File: config.mk
export PLATFORM = sky130hd
export DESIGN_NAME = id_ex_stage
export DESIGN_NICKNAME = d
export VERILOG_FILES = /design/src/rtl/id_ex_pkg.sv /design/src/rtl/id_ex_stage_fwd_mux.sv /design/src/rtl/id_ex_stage.sv
export SDC_FILE = /design/constraint.sdc
export NUM_CORES = 1
export LEC_CHECK = 0
export ABC_AREA = 1
export BUFFER_PORTS_ARGS = -buffer_cell sky130_fd_sc_hd__clkbuf_2
export CORE_ASPECT_RATIO = 0.7
export CORE_MARGIN = 2
export CORE_UTILIZATION = 52
export CTS_BUF_LIST = sky130_fd_sc_hd__clkbuf_16
export CTS_CLUSTER_DIAMETER = 100
export DETAILED_ROUTE_END_ITERATION = 16
export PLACE_DENSITY_LB_ADDON = 0.08
export SLEW_MARGIN = 0
export SYNTH_ARGS = -nofsm -noshare
export SYNTH_HDL_FRONTEND = slang
export SYNTH_SLANG_ARGS = --single-unit
File: constraint.sdc
create_clock -name clk -period 2.9 [get_ports clk]
set_input_delay 0.29 -clock clk [delete_from_list [all_inputs] [get_ports clk]]
set_output_delay 0.29 -clock clk [all_outputs]
set_load 0.02 [all_outputs]
File: src/rtl/id_ex_pkg.sv
// Shared definitions for the ID/EX stage and the 16-bit execute ALU.
// Widths, ALU operation encodings and the hardwired-zero register index.
package id_ex_pkg;

    localparam int DATA_W = 16;
    localparam int REG_AW = 3;
    localparam int OP_W   = 2;
    localparam int CNT_W  = 16;

    typedef enum logic [OP_W-1:0] {
        ALU_OP_AND = 2'd0,
        ALU_OP_ADD = 2'd1,
        ALU_OP_SUB = 2'd2
    } alu_op_e;

    localparam logic [REG_AW-1:0] REG_R0 = '0;

endpackage

File: src/rtl/id_ex_stage_fwd_mux.sv
// Operand forwarding mux: picks the youngest in-flight producer of a source
// register, falling back to the value captured in the ID/EX register.
module fwd_mux #(
    parameter int DATA_W = 16,
    parameter int REG_AW = 3
) (
    input  logic [REG_AW-1:0] rs_i,
    input  logic [DATA_W-1:0] stored_val_i,
    input  logic              exmem_valid_i,
    input  logic              exmem_rd_we_i,
    input  logic              exmem_mem_rd_i,
    input  logic [REG_AW-1:0] exmem_rd_i,
    input  logic [DATA_W-1:0] exmem_result_i,
    input  logic              memwb_valid_i,
    input  logic              memwb_rd_we_i,
    input  logic [REG_AW-1:0] memwb_rd_i,
    input  logic [DATA_W-1:0] memwb_result_i,
    output logic [DATA_W-1:0] fwd_val_o
);
    import id_ex_pkg::*;

    logic exmem_hit;
    logic memwb_hit;

    // A load in EX/MEM has no data yet; the hazard logic keeps it from mattering.
    assign exmem_hit = exmem_valid_i && exmem_rd_we_i && !exmem_mem_rd_i && (exmem_rd_i == rs_i);
    assign memwb_hit = memwb_valid_i && memwb_rd_we_i && (memwb_rd_i == rs_i);

    always_comb begin
        fwd_val_o = stored_val_i;
        if (rs_i == REG_AW'(REG_R0)) begin
            fwd_val_o = '0;
        end else if (exmem_hit) begin
            fwd_val_o = exmem_result_i;
        end else if (memwb_hit) begin
            fwd_val_o = memwb_result_i;
        end
    end

endmodule

File: src/rtl/id_ex_stage.sv
// ID/EX pipeline register with operand forwarding, load-use bubble insertion
// and a saturating bubble counter for performance debug.
module id_ex_stage #(
    parameter int DATA_W = 16,
    parameter int REG_AW = 3,
    parameter int OP_W   = 2,
    parameter int CNT_W  = 16
) (
    input  logic              clk,
    input  logic              reset,
    input  logic              stall,
    input  logic              flush,
    input  logic              in_valid,
    input  logic [OP_W-1:0]   in_alu_op,
    input  logic [REG_AW-1:0] in_rs1,
    input  logic [REG_AW-1:0] in_rs2,
    input  logic [REG_AW-1:0] in_rd,
    input  logic              in_rs1_used,
    input  logic              in_rs2_used,
    input  logic [DATA_W-1:0] in_rs1_val,
    input  logic [DATA_W-1:0] in_rs2_val,
    input  logic [DATA_W-1:0] in_imm,
    input  logic              in_use_imm,
    input  logic              in_rd_we,
    input  logic              in_mem_rd,
    input  logic              in_mem_wr,
    input  logic              exmem_valid,
    input  logic              exmem_rd_we,
    input  logic              exmem_mem_rd,
    input  logic [REG_AW-1:0] exmem_rd,
    input  logic [DATA_W-1:0] exmem_result,
    input  logic              memwb_valid,
    input  logic              memwb_rd_we,
    input  logic [REG_AW-1:0] memwb_rd,
    input  logic [DATA_W-1:0] memwb_result,
    output logic [DATA_W-1:0] alu_a,
    output logic [DATA_W-1:0] alu_b,
    output logic [OP_W-1:0]   alu_op,
    output logic              out_valid,
    output logic              out_rd_we,
    output logic              out_mem_rd,
    output logic              out_mem_wr,
    output logic [REG_AW-1:0] out_rd,
    output logic [DATA_W-1:0] out_store_data,
    output logic              hazard_stall,
    output logic [CNT_W-1:0]  bubble_cnt
);
    import id_ex_pkg::*;

    // Source-used flags only qualify the hazard check on the ID side, so they are not carried.
    logic              valid_q,   valid_d;
    logic [OP_W-1:0]   op_q,      op_d;
    logic [REG_AW-1:0] rs1_q,     rs1_d;
    logic [REG_AW-1:0] rs2_q,     rs2_d;
    logic [REG_AW-1:0] rd_q,      rd_d;
    logic [DATA_W-1:0] rs1_val_q, rs1_val_d;
    logic [DATA_W-1:0] rs2_val_q, rs2_val_d;
    logic [DATA_W-1:0] imm_q,     imm_d;
    logic              use_imm_q, use_imm_d;
    logic              rd_we_q,   rd_we_d;
    logic              mem_rd_q,  mem_rd_d;
    logic              mem_wr_q,  mem_wr_d;
    logic [CNT_W-1:0]  bubble_cnt_q, bubble_cnt_d;

    logic [DATA_W-1:0] fwd_a;
    logic [DATA_W-1:0] fwd_b;

    fwd_mux #(.DATA_W(DATA_W), .REG_AW(REG_AW)) u_fwd_a (
        .rs_i           (rs1_q),
        .stored_val_i   (rs1_val_q),
        .exmem_valid_i  (exmem_valid),
        .exmem_rd_we_i  (exmem_rd_we),
        .exmem_mem_rd_i (exmem_mem_rd),
        .exmem_rd_i     (exmem_rd),
        .exmem_result_i (exmem_result),
        .memwb_valid_i  (memwb_valid),
        .memwb_rd_we_i  (memwb_rd_we),
        .memwb_rd_i     (memwb_rd),
        .memwb_result_i (memwb_result),
        .fwd_val_o      (fwd_a)
    );

    fwd_mux #(.DATA_W(DATA_W), .REG_AW(REG_AW)) u_fwd_b (
        .rs_i           (rs2_q),
        .stored_val_i   (rs2_val_q),
        .exmem_valid_i  (exmem_valid),
        .exmem_rd_we_i  (exmem_rd_we),
        .exmem_mem_rd_i (exmem_mem_rd),
        .exmem_rd_i     (exmem_rd),
        .exmem_result_i (exmem_result),
        .memwb_valid_i  (memwb_valid),
        .memwb_rd_we_i  (memwb_rd_we),
        .memwb_rd_i     (memwb_rd),
        .memwb_result_i (memwb_result),
        .fwd_val_o      (fwd_b)
    );

    assign hazard_stall = valid_q && mem_rd_q && rd_we_q && (rd_q != REG_AW'(REG_R0)) && in_valid &&
                          ((in_rs1_used && (in_rs1 == rd_q)) || (in_rs2_used && (in_rs2 == rd_q)));

    always_comb begin
        valid_d      = valid_q;
        op_d         = op_q;
        rs1_d        = rs1_q;
        rs2_d        = rs2_q;
        rd_d         = rd_q;
        rs1_val_d    = rs1_val_q;
        rs2_val_d    = rs2_val_q;
        imm_d        = imm_q;
        use_imm_d    = use_imm_q;
        rd_we_d      = rd_we_q;
        mem_rd_d     = mem_rd_q;
        mem_wr_d     = mem_wr_q;
        bubble_cnt_d = bubble_cnt_q;
        if (flush) begin
            valid_d  = 1'b0;
            rd_we_d  = 1'b0;
            mem_rd_d = 1'b0;
            mem_wr_d = 1'b0;
        end else if (stall) begin
            // Capture producers that retire while held so their data survives the stall.
            rs1_val_d = fwd_a;
            rs2_val_d = fwd_b;
        end else if (hazard_stall) begin
            valid_d  = 1'b0;
            rd_we_d  = 1'b0;
            mem_rd_d = 1'b0;
            mem_wr_d = 1'b0;
            if (bubble_cnt_q != '1) begin
                bubble_cnt_d = bubble_cnt_q + CNT_W'(1);
            end
        end else begin
            valid_d   = in_valid;
            op_d      = in_alu_op;
            rs1_d     = in_rs1;
            rs2_d     = in_rs2;
            rd_d      = in_rd;
            rs1_val_d = in_rs1_val;
            rs2_val_d = in_rs2_val;
            imm_d     = in_imm;
            use_imm_d = in_use_imm;
            rd_we_d   = in_rd_we  && in_valid;
            mem_rd_d  = in_mem_rd && in_valid;
            mem_wr_d  = in_mem_wr && in_valid;
        end
    end

    always_ff @(posedge clk or posedge reset) begin
        if (reset) begin
            valid_q      <= 1'b0;
            op_q         <= '0;
            rs1_q        <= '0;
            rs2_q        <= '0;
            rd_q         <= '0;
            rs1_val_q    <= '0;
            rs2_val_q    <= '0;
            imm_q        <= '0;
            use_imm_q    <= 1'b0;
            rd_we_q      <= 1'b0;
            mem_rd_q     <= 1'b0;
            mem_wr_q     <= 1'b0;
            bubble_cnt_q <= '0;
        end else begin
            valid_q      <= valid_d;
            op_q         <= op_d;
            rs1_q        <= rs1_d;
            rs2_q        <= rs2_d;
            rd_q         <= rd_d;
            rs1_val_q    <= rs1_val_d;
            rs2_val_q    <= rs2_val_d;
            imm_q        <= imm_d;
            use_imm_q    <= use_imm_d;
            rd_we_q      <= rd_we_d;
            mem_rd_q     <= mem_rd_d;
            mem_wr_q     <= mem_wr_d;
            bubble_cnt_q <= bubble_cnt_d;
        end
    end

    assign alu_a          = fwd_a;
    assign alu_b          = use_imm_q ? imm_q : fwd_b;
    assign out_store_data = fwd_b;
    assign alu_op         = op_q;
    assign out_valid      = valid_q;
    assign out_rd_we      = rd_we_q;
    assign out_mem_rd     = mem_rd_q;
    assign out_mem_wr     = mem_wr_q;
    assign out_rd         = rd_q;
    assign bubble_cnt     = bubble_cnt_q;

endmodule

# After elaboration in Yosys (flattened, before gate mapping)
# Cells that the tools add are included.
# totals
mem_bits_rw,0
latchBits,0
romBits,0
memories,0
elab_cells,74
ff_bits,80
# op_classes
n_lt_le_gt_ge,0
eq_ne,9
div,0
addsub,1
muxes,23
reduce_logical,25
n_mul,0
shift,0
bitwise_logic,3
# ops
cell,n
$mux W16,11
$eq A3 B3 Y1,6
$logic_and A1 B1 Y1,17
$add A16 B1 Y16 const B,1
$ne A16 B16 Y1 const B,1
$mux W1,12
$logic_not A3 Y1,2
$reduce_and A4 Y1,1
$not A1 Y1,3
$reduce_and A3 Y1,1
$reduce_bool A3 Y1,1
$ne A2 B1 Y1 const B,1
$ne A2 B2 Y1 const B,1
$reduce_and A2 Y1,1
$logic_not A1 Y1,1
$logic_or A1 B1 Y1,1

# Longest topological paths before layout
# depth
depth_word,8
ltp_mapped,12
ltp_nobuf,11

# Cells and area by module
# From an unflattened synthesis, not the netlist that was laid out.
# hier_totals
cells_unflattened,924
area_unflattened_um2,5945.7
# modules_own_cells
mod,cells_per_inst,area_per_inst_um2,seq_area_each_um2,instances
id_ex_stage,590,4321.6,2001.9,1
fwd_mux,167,812.0,0.0,2

# Least setup slack after synthesis
# OpenSTA, ideal clock, no wires.
# synth_timing
path_type,register to output
start,register rs2_q[0]
end,output alu_b[10]
slack_ps,1141
arrival_ps,1469
path_stages_with_launch,9
t_required_ps,2610
path_buffers,0
cell_sequence,dfrtp_1 inv_2 nand2_1 nand2_1 nor2_4 nand2_2 nand3_1 nand2_1 o21ai_0
# synth_via
elab_chain_cells,6
elab_cells_between_ends,9
cone_classes,eq/ne (2); mux (4); reduce/logical (3)
# synth_rtl
item,line,rtl
from (decl),id_ex_stage.sv:54,"logic [REG_AW-1:0] rs2_q, rs2_d;"
from (signal assigned),id_ex_stage.sv:167,rs2_q <= rs2_d;
$eq A3 B3 Y1,id_ex_stage_fwd_mux.sv:27,assign memwb_hit = memwb_valid_i && memwb_rd_we_i && (memwb_rd_i == rs_i);
$logic_and A1 B1 Y1,id_ex_stage_fwd_mux.sv:27,
$mux W16,id_ex_stage_fwd_mux.sv:35,end else if (memwb_hit) begin
$mux W16,id_ex_stage_fwd_mux.sv:33,end else if (exmem_hit) begin
$mux W16 *,id_ex_stage_fwd_mux.sv:31,if (rs_i == REG_AW'(REG_R0)) begin
$mux W16 *,id_ex_stage.sv:181,assign alu_b = use_imm_q ? imm_q : fwd_b;
to (decl),id_ex_stage.sv:37,"output logic [DATA_W-1:0] alu_b,"
# Every way passes the cells marked *; elsewhere a longest branch is shown, timed or not.

# Worst setup path after layout
# layout_timing
start,register rs2_q[0]
end,output alu_b[3]
# The elaborated chain is that of the path after synthesis.

==> metrics <==
critical path capture point type output port; DR iter-0 viols 620; fraction of layout instances using a drive strength above 1 24.2%; gp weighted congestion 0.922; antenna violation net count after detailed routing 0; Inserted Clock Buffers 9; final setup violation count 0; DRC errors left 0; CP Max Fanout 17; max-cap check violation count 0; post-synthesis net count 1039; Worst Path Arrival 2310 ps; CTS clock-pin slew for the worst setup and hold paths 70 ps; area of the mapped netlist 5930 um2; H-tree depth 3; layout overhead on the synthesized area 20.0%; run status complete, but fails checks; initial antenna violation count 0; Internal Power 2.19 mW; CTS root buf clkbuf_16; kind of path behind the tightest hold check in -> async; total power density per cell area 505 nW/um2; maximum vdd drop 0.000314 V; share of total power in combinational logic 33.6%; worst slew margin relative to its limit 56.1%; Setup TNS Final 0 ps; static leakage power 4.37 nW; sequential group share of total power 36.3%; via count 6448; HPWL reported at the end of detailed placement 13600 um; period utilisation layout 89.8%; I/O Buffers 186; required arrival time at the worst endpoint 2610 ps; average wire per standard cell 14.4 um; violated checks negative hold slack; die extent in x 132 um; GRT Util Overall 29.8%; CTS tree yes; Worst-Skew Late Latency 350 ps; Core Area 11100 um2; multi-input combinational cell area 3150 um2; Die Footprint 12300 um2; fin. max-slew vios 0; vias in the first global route 5707; maximum achievable frequency 0.384 GHz; Yosys Warn Count 0; total area of sequential cells 2000 um2; Switching Fraction 38.9%; number of different library cells in the post-synthesis netlist 28; I/O pin cnt 187; DR pass1 iterations 5; net load switching power 1.40 mW; overall routed net length 17900 um; smallest hold slack -14.0 ps; register bit total from synthesis 80; sequential fraction of the synthesis area 33.8%; setup repair after global routing missed its margin no; instance count of the mapped netlist 925; number of core rows 32; element type at the critical path start register; largest net degree at the start of global routing 47; global-route wire length before repair 29200 um; Fin. Hold Viols 14; type of the worst setup path reg -> out; worst-margin pin slew 657 ps; residual overflow from global routing 0; clock sink count 80; clock period minus worst slack 2600 ps; vias per std cell 5.17; Die Y 93.3 um; starting density of the core 53.7%; Clock Path Buffers 2; sum of internal, switching and leakage power 3.59 mW; r2r worst-path depth 12; total inserted antenna cells 0; clock network fraction of total power 30.1%; Filler Cells Inserted 1118; hold bufs inserted after CTS 0; mean post-synth cell area 6.41 um2; nets 1202; setup skew after layout 8.62 ps
## Yosys cell counts
master,number,share of area [%]
inv_1,115,7.3
nand3b_1,1,0.13
nand3_2,22,3.7
nand4_1,4,0.42
a21oi_2,1,0.15
inv_2,13,0.82
nand2_1,385,24
buf_6,10,1.9
nor2_8,1,0.34
nand3_1,132,11
nor3_1,5,0.42
buf_2,13,1.1
xnor2_1,8,1.2
a21oi_1,24,2.0
nor2_1,16,1.0
ha_1,1,0.21
nand2_2,5,0.53
buf_1,1,0.063
o21ai_0,15,1.3
nand2_4,4,0.76
o21ai_1,33,2.8
buf_4,11,1.4
clkinv_1,1,0.063
dfrtp_1,80,34
nor4_1,1,0.11
clkbuf_1,8,0.51
nor2_4,8,1.5
xor2_1,7,1.0
## through the flow
stage | instances | hold slack [ps] | area (um2) | worst slack (ps) | util [%]
after global routing | 1246 | 42.4 | 7120 | 121 | 64.4
after global placement | 1230 | 375 | 6840 | 577 | 61.9
after CTS | 1246 | 4.30 | 7110 | 191 | 64.4
final | 1246 | -14.0 | 7120 | 296 | 64.4
after detailed placement | 1230 | 375 | 6840 | 559 | 61.9
after floorplan | 925 | 400 | 5930 | 558 | -
## layer usage
layer | track usage, % | vias to the layer above | wire length (um)
met1 | 45.6 | 2926 | 8460
li1 | - | 3197 | -
met5 | 0 | - | 0
met2 | 43.1 | 308 | 7490
met4 | 6.25 | 0 | 188
met3 | 6.61 | 17 | 1790
## registers in the layout, summed over array words and instances, names as in the netlist
signal	flops
rs1_val_q	16
out_mem_rd	1
out_valid	1
out_rd_we	1
use_imm_q	1
rs2_val_q	16
out_rd	3
rs1_q	3
out_mem_wr	1
bubble_cnt	16
rs2_q	3
imm_q	16
alu_op	2
## layout make-up
cell class,count,area share (%)
clock inverter,7,0.686
inverter,129,6.82
tap,153,2.69
sequential,80,28.1
timing repair buffer,195,14.2
clock buffer,9,3.16
multi-input combinational,673,44.3
## placed cells by master, fill, tap and decap left out, types with 8 or more instances in the layout
master | Yosys | final
nor2_1 | 16 | 16
o21ai_0 | 15 | 15
clkbuf_2 | 0 | 186
clkbuf_16 | 0 | 9
nand3_2 | 22 | 22
a21oi_1 | 24 | 24
dfrtp_1 | 80 | 80
buf_4 | 11 | 8
inv_2 | 13 | 13
xnor2_1 | 8 | 8
nand2_1 | 385 | 385
nand3_1 | 132 | 132
o21ai_1 | 33 | 33
nor2_4 | 8 | 8
inv_1 | 115 | 115
## worst max-delay path, stage by stage (launching register included)
cell and delay (ps):
dfrtp_1 380, inv_2 70, nand2_1 60, nand2_1 80, nor2_4 360, nand2_4 250
nand3_1 180, nand2_1 140, o21ai_0 240, clkbuf_2 210
## power groups by stage
stage | clock network, mW | registers, mW | logic, mW
finish | 1.08 | 1.31 | 1.21
global route | 1.14 | 1.32 | 1.35
CTS | 1.09 | 1.30 | 1.21
detailed placement | 0 | 1.32 | 1.20
global placement | 0 | 1.32 | 1.19
floorplan | 0 | 1.32 | 0.826
## logic make-up (layout without fill, tap and decap cells)
| kind of cell | count (synthesis) | after routing | share of synthesized area, % |
|---|---|---|---|
| and+or+nand+nor | 584 | 584 | 44.5 |
| buffers and inverters | 172 | 340 | 13.1 |
| DFF | 80 | 80 | 33.8 |
| AOI/OAI and AO/OA | 73 | 73 | 6.23 |
| xor gates and xnor gates | 15 | 15 | 2.22 |
| adders and majority gates | 1 | 1 | 0.211 |
## worst paths after layout
check	start	endpoint	slack [ps]
max in group asynchronous	reset	rs1_val_q[6]	2230
hold reg to reg	rs2_val_q[14]	rs2_val_q[14]	480
min in group clk	in_imm[13]	imm_q[13]	140
hold / removal	reset	out_mem_wr	-10
setup / recovery	rs2_q[0]	alu_b[3]	300
setup reg to reg	out_rd[0]	imm_q[1]	600
## timing repair
action	in CTS	in global routing
resized for setup	0	1
setup endpoints to repair	0	1
setup buffers	0	0
hold endpoints to repair	0	0
No activity file was read; power rests on OpenSTA's default activity.
